## config.mk

```make
export PLATFORM = sky130hd
export DESIGN_NAME = spw_rx_char_fifo
export DESIGN_NICKNAME = d
export VERILOG_FILES = /design/src/rtl/spw_rx_char_fifo.sv
export SDC_FILE = /design/constraint.sdc
export NUM_CORES = 1
export LEC_CHECK = 0
export BUFFER_PORTS_ARGS = -buffer_cell sky130_fd_sc_hd__buf_2
export CELL_PAD_IN_SITES_DETAIL_PLACEMENT = 0
export CELL_PAD_IN_SITES_GLOBAL_PLACEMENT = 1
export CORE_ASPECT_RATIO = 1.4
export CORE_MARGIN = 8
export CORE_UTILIZATION = 40
export DETAILED_ROUTE_END_ITERATION = 10
export PLACE_DENSITY_LB_ADDON = 0.1
export SYNTH_ARGS = -nofsm -noshare
export SYNTH_HDL_FRONTEND = slang
export SYNTH_SLANG_ARGS = --single-unit
```

## constraint.sdc

```tcl
create_clock -name clk -period 3.5 [get_ports clk]
set_clock_uncertainty 0.15 [all_clocks]
set_input_delay 0.175 -clock clk [delete_from_list [all_inputs] [get_ports clk]]
set_output_delay 0.175 -clock clk [all_outputs]
set_load 0.02 [all_outputs]
```

## src/rtl/spw_rx_char_fifo.sv

```systemverilog
// SpaceWire receive character FIFO feeding the CPU 9-bit input port.
// Define SPW_RX_DROP_EN to drop characters when full instead of stalling.
module spw_rx_char_fifo #(
    parameter int DEPTH_LOG2 = 4
) (
    input  logic                  clk,
    input  logic                  reset_n,
    input  logic                  rx_valid,
    input  logic [8:0]            rx_data,
    output logic                  rx_ready,
    input  logic                  pop_req,
    input  logic                  clr_ovf,
    output logic [8:0]            data_o,
    output logic                  empty,
    output logic                  full,
    output logic [DEPTH_LOG2:0]   level,
    output logic                  overflow
);

    localparam int DEPTH = 1 << DEPTH_LOG2;
    localparam logic [DEPTH_LOG2:0]   C_DEPTH   = (DEPTH_LOG2+1)'(DEPTH);
    localparam logic [DEPTH_LOG2:0]   C_CNT_ONE = (DEPTH_LOG2+1)'(1);
    localparam logic [DEPTH_LOG2-1:0] C_PTR_ONE = DEPTH_LOG2'(1);

    logic [8:0]            r_mem [DEPTH];
    logic [DEPTH_LOG2-1:0] r_wr_ptr;
    logic [DEPTH_LOG2-1:0] r_rd_ptr;
    logic [DEPTH_LOG2:0]   r_count;
    logic                  r_pop_d;

    logic [8:0]            r_data_o;
    logic                  r_empty;
    logic                  r_full;
    logic [DEPTH_LOG2:0]   r_level;

    logic                  w_full_int;
    logic                  w_empty_int;
    logic                  w_pop_ev;
    logic                  w_pop;
    logic                  w_push;
    logic [DEPTH_LOG2:0]   w_count_nxt;

    assign w_full_int  = (r_count == C_DEPTH);
    assign w_empty_int = (r_count == '0);
    assign w_pop_ev    = pop_req & ~r_pop_d;
    assign w_pop       = w_pop_ev & ~w_empty_int;

`ifdef SPW_RX_DROP_EN
    logic w_drop;
    logic r_ovf;

    // A pop on the same edge frees a slot, so only a truly full FIFO drops.
    assign rx_ready = 1'b1;
    assign w_push   = rx_valid & (~w_full_int | w_pop);
    assign w_drop   = rx_valid & w_full_int & ~w_pop;
    assign overflow = r_ovf;

    always_ff @(posedge clk or negedge reset_n) begin
        if (!reset_n) begin
            r_ovf <= 1'b0;
        end else if (w_drop) begin
            r_ovf <= 1'b1;
        end else if (clr_ovf) begin
            r_ovf <= 1'b0;
        end
    end
`else
    logic w_unused;

    assign rx_ready = ~w_full_int;
    assign w_push   = rx_valid & ~w_full_int;
    assign overflow = 1'b0;
    assign w_unused = clr_ovf;
`endif

    always_comb begin
        w_count_nxt = r_count;
        case ({w_push, w_pop})
            2'b10:   w_count_nxt = r_count + C_CNT_ONE;
            2'b01:   w_count_nxt = r_count - C_CNT_ONE;
            default: w_count_nxt = r_count;
        endcase
    end

    always_ff @(posedge clk) begin
        if (w_push) begin
            r_mem[r_wr_ptr] <= rx_data;
        end
    end

    always_ff @(posedge clk or negedge reset_n) begin
        if (!reset_n) begin
            r_wr_ptr <= '0;
            r_rd_ptr <= '0;
            r_count  <= '0;
            r_pop_d  <= 1'b0;
        end else begin
            r_pop_d <= pop_req;
            r_count <= w_count_nxt;
            if (w_push) begin
                r_wr_ptr <= r_wr_ptr + C_PTR_ONE;
            end
            if (w_pop) begin
                r_rd_ptr <= r_rd_ptr + C_PTR_ONE;
            end
        end
    end

    // Output port registers mirror the settled internal state one edge later.
    always_ff @(posedge clk or negedge reset_n) begin
        if (!reset_n) begin
            r_data_o <= '0;
            r_empty  <= 1'b1;
            r_full   <= 1'b0;
            r_level  <= '0;
        end else begin
            r_data_o <= w_empty_int ? 9'h000 : r_mem[r_rd_ptr];
            r_empty  <= w_empty_int;
            r_full   <= w_full_int;
            r_level  <= r_count;
        end
    end

    assign data_o = r_data_o;
    assign empty  = r_empty;
    assign full   = r_full;
    assign level  = r_level;

endmodule

```

-- Yosys cells after proc, flatten, opt, wreduce, memory -nomap -nowiden
Memory sizes are Yosys's and may differ from the RTL's.
Index checks and enable logic that the tools add are counted.
- flip-flop bits (word level): 30
- RAM bits: 144
- memories: 1
- reductions and logical operators: 2
- add/subtract/negate cells: 4
- muxes and demuxes: 4
- equality and inequality tests: 3
- bitwise gates (word level): 6
- memory list (memory ; depth ; width ; rd ports ; clocked after Yosys merged registers in ; wr ports ; line ; RTL):
    r_mem ; 16 ; 9 ; 1 ; 0 ; 1 ; 25 ; logic [8:0] r_mem [DEPTH];
- operator list (kind ; number):
    $pmux W5 S2 ; 1
    $mux W9 ; 1
    $add A4 B1 Y4 const B ; 2
    $add A5 B1 Y5 const B ; 1
    $eq A5 B5 Y1 const B ; 1
    $logic_not A5 Y1 ; 1
    $sub A5 B1 Y5 const B ; 1
    $and A1 B1 Y1 ; 3
    $not A1 Y1 ; 3
    $eq A2 B1 Y1 const B ; 1
    $eq A2 B2 Y1 const B ; 1
    $mux W1 ; 2
    $reduce_bool A2 Y1 ; 1

-- Logic depth before layout (Yosys ltp)
- word-level depth: 5
- gate-level depth with buffers: 12
- gate-level depth less buffers: 10

-- Worst setup path before layout
Ideal clock, no wire load.
- path type: flip-flop to flip-flop
- from: register r_count[2]
- to: register r_count[4]
- setup slack: 0.896 ns
- arrival time: 2.329 ns
- data required time: 3.225 ns
- stages on the path, launching flop included: 13
- cells stage by stage: dfrtp_1 buf_2 nor4_4 a21boi_2 inv_2 ha_1 clkbuf_1 xor2_1 ha_1 a21oi_1 nor4b_1 a21oi_1 xnor2_1
- longest elaborated chain between the ends: 5
- ends and longest elaborated chain (element ; line ; RTL):
    start: declaration ; 28 ; logic [DEPTH_LOG2:0] r_count;
    start signal: assignment ; 99 ; r_count <= w_count_nxt;
    $eq A5 B5 Y1 or $logic_not A5 Y1 (tied branches) ; 43, 44 ;
    $not A1 Y1, on equally long branches ; 71, 46 ;
    $and A1 B1 Y1, on equally long branches ; 71, 46 ;
    $eq A2 B1 Y1 or $eq A2 B2 Y1 (tied branches) ; 78 ; case ({w_push, w_pop})
    $pmux W5 S2 or $reduce_bool A2 Y1 (tied branches) ; - ;
Several ways; a longest one is shown, not always the timed one.
A chain may end at the register's enable or synchronous reset.

-- Worst setup path after layout
Ends and elaborated chain as after synthesis.

==> impl_metrics.toml <==
[detailed_routing]
firstDrtPassIters = 4
routed.top_layer = "met4"
wl_met1_um = 5697
drc = 0
wl_met3_um = 470
ant_nets = 0
drtIter0Drc = 230
wl_per_cell_um = 22.42
vias = 3277
avgViaCountPerCell = 5.260
routed_wl_um = 13970
wl_met2_um = 7564

[power]
powerDensity_nw_per_um2 = 814.1
ir_drop_mv = 0.3074
power_frac_clock = 0.298
p_int_mw = 4.594
p_sw_mw = 1.944
leakagePower_nw = 2.854
pwr-share-seq = 0.428
sw_frac_of_total = 0.2973
p_comb_frac = 0.274

[sta]
hold_viol = 0
timing.hold.ws_ps = 83.44
worst_slack_ps = 693.6
final.min_clock_period_ps = 2806
worst_pin_slew_ps = 773.6
fmax_mhz = 356.3
setup_viol = 0
post-route-period-util = 0.8018
final.setup.tns_ps = 0
drv_slew = 0
max_slew_margin = 0.4842
rsz0062_at_grt = "no"

[clock_tree]
cts_tree = "yes"
h-tree-depth = 4
cts_made_buffers = 17
clockBufferDepth = 2
cts_setup_buffers = 0
postCtsHoldBufs = 11
cts_resized = 0
clock_latency_ps = 420
root_buffer = "clkbuf_16"
cts.reportedPaths.clkPinSlew_ps = 70
cts_sinks = 174

[critical_path]
crit_type = "reg2reg"
worstSetupEndpointType = "flip-flop"
start_kind = "flip-flop"
slowest_stage = "dfrtp_1"
cp_slowest_stage_delay_ps = 490
crit_arrival_ps = 2960
crit_required_ps = 3650
crit_chain = "nor4_4, a21boi_2, inv_2, ha_1, xor2_1, ha_1, a21oi_1, nor4b_1, a21oi_1, xnor2_1"
critPathMaxFanout = 9

[floorplanning]
core-area_sq_um = 17120
dieArea_sq_um = 21770
fp.dieH_um = 171.4
rows = 57
initial_core_util = 0.4032
die_w_um = 127.0
io_pins = 32

[global_route]
grtUsageTotal = 0.1358
grt_pass1_wl_um = 20960
grt_max_degree = 31
grt_overflow = 0
grt_pass1_vias = 3470
antenna_found_initial = 0

[finish]
seq_area_sq_um = 5077
multiInputGateArea_sq_um = 1659
nFillCells = 1457
nets = 427
diodes = 0
area_delta_synth_final_pct = 16.37
fin_area_sq_um = 8031
drive_gt1_frac = 0.2758

[synth]
seq_area_frac_synth = 0.7355
synth_area_sq_um = 6902
yosysUniqueCellTypes = 38
yosysWarnings = 0
synth_area_leader_cell = "edfxtp_1"
synthArstFlopShare = 0.1724
synth-main-ff-cell = "edfxtp_1"
syn_nets = 365
syn_avg_cell_area_sq_um = 20.12
synth_seq_cells = 174
synthCells = 343
yosysTopAreaCellShare = 0.6265
synth_enable_flop_cells = 144
synth.most_common_cell = "edfxtp_1"
synth.area.top_cells = "edfxtp_1, dfrtp_1, mux4_1"
yosys-top-cells-count = "edfxtp_1, dfrtp_1, mux4_1, mux4_2"

[placed_design]
place.gp.congestion = 0.7361
place_area_sq_um = 7320
post-place-ws_ps = 642.3
port_buffers = 29
dp_hpwl_um = 8852

[job]
drv_cap = 0

[run_status]
status = "completed"

[worst_hold_path]
hold_path_class = "in2reg"
==> layout by cell type, fill, tap and decap left out, types with 7 or more instances in the layout <==
cell type | netlist | layout
mux2i_1 | 9 | 9
nor2_1 | 14 | 14
buf_2 | 6 | 29
nand2_1 | 9 | 9
a21oi_1 | 14 | 14
ha_1 | 8 | 8
edfxtp_1 | 144 | 144
mux4_2 | 18 | 18
dfrtp_1 | 29 | 28
dlygate4sd3_1 | 0 | 11
clkbuf_16 | 0 | 17
mux2_2 | 10 | 10
buf_4 | 1 | 21
o21ai_1 | 11 | 11
xnor2_1 | 7 | 7
mux4_1 | 18 | 18
==> area by class of cell <==
cell class                      count  area share
Tap cell                          206     0.03209
Timing Repair Buffer               61     0.05141
Clock inverter                     12     0.02103
Multi-Input combinational cell    145      0.2066
Inverter                            6    0.002804
Sequential cell                   174      0.6322
Clock buffer                       19     0.05390
==> per-layer routing <==
metal | vias up | global-route usage
met3 | 17 | 0.03134
li1 | 1487 | -
met2 | 59 | 0.2493
met4 | 0 | 0.05449
met5 | - | 0
met1 | 1714 | 0.1483
==> worst max-delay path, delay by kind of cell, from the launching register on <==
kind	cells	cell delay, ps
AOI/OAI and AO/OA	3	400
xor gates and xnor gates	2	320
adders and majority gates	2	520
buffers and inverters	1	100
DFF	1	490
and+or+nand+nor	2	710
==> power by group through the flow <==
stage               logic (mW)  clock network [mW]  registers (mW)
floorplan                 1.32                   0            2.85
global placement          1.82                   0            2.83
detailed placement        1.83                   0            2.84
CTS                       1.84                1.99            2.80
global route              1.94                2.07            2.84
finish                    1.79                1.95            2.80
==> cells by family after synthesis <==
kind of cell | count (synthesis) | synth area share
xor+xnor | 12 | 0.01523
compound gates | 29 | 0.02339
simple gates | 39 | 0.02846
fa+ha+maj | 8 | 0.01450
other cells | 1 | 0.0005434
mux | 56 | 0.1583
buf+inv | 24 | 0.02411
flops | 174 | 0.7355
==> metrics by stage <==
stage | std cells | utilization | power, mW
final | 623 | 0.4692 | 6.538
after detailed placement | 581 | 0.4276 | 4.670
after floorplan | 343 | - | 4.162
after global placement | 581 | 0.4276 | 4.648
after global routing | 623 | 0.4692 | 6.848
after CTS | 623 | 0.4692 | 6.638
==> state kept, by name, summed over array words and instances (netlist names) <==
register,count
data_o,9
empty,1
full,1
level,5
r_count,5
r_mem,144
r_pop_d,1
r_rd_ptr,4
r_wr_ptr,4
==> path summary, 6_finish.rpt <==
kind,startpoint,endpoint,slack (ps),depth (start not counted)
hold / removal,rx_valid,r_wr_ptr[0],80,3
setup / recovery,r_count[2],r_count[4],690,10
min in group asynchronous,reset_n,r_count[0],190,2
setup reg to reg,r_count[2],r_count[4],690,10
hold reg to reg,r_count[4],level[4],330,0
max in group asynchronous,reset_n,r_rd_ptr[1],2510,2
Note: power is estimated with default switching activity, not from simulation.
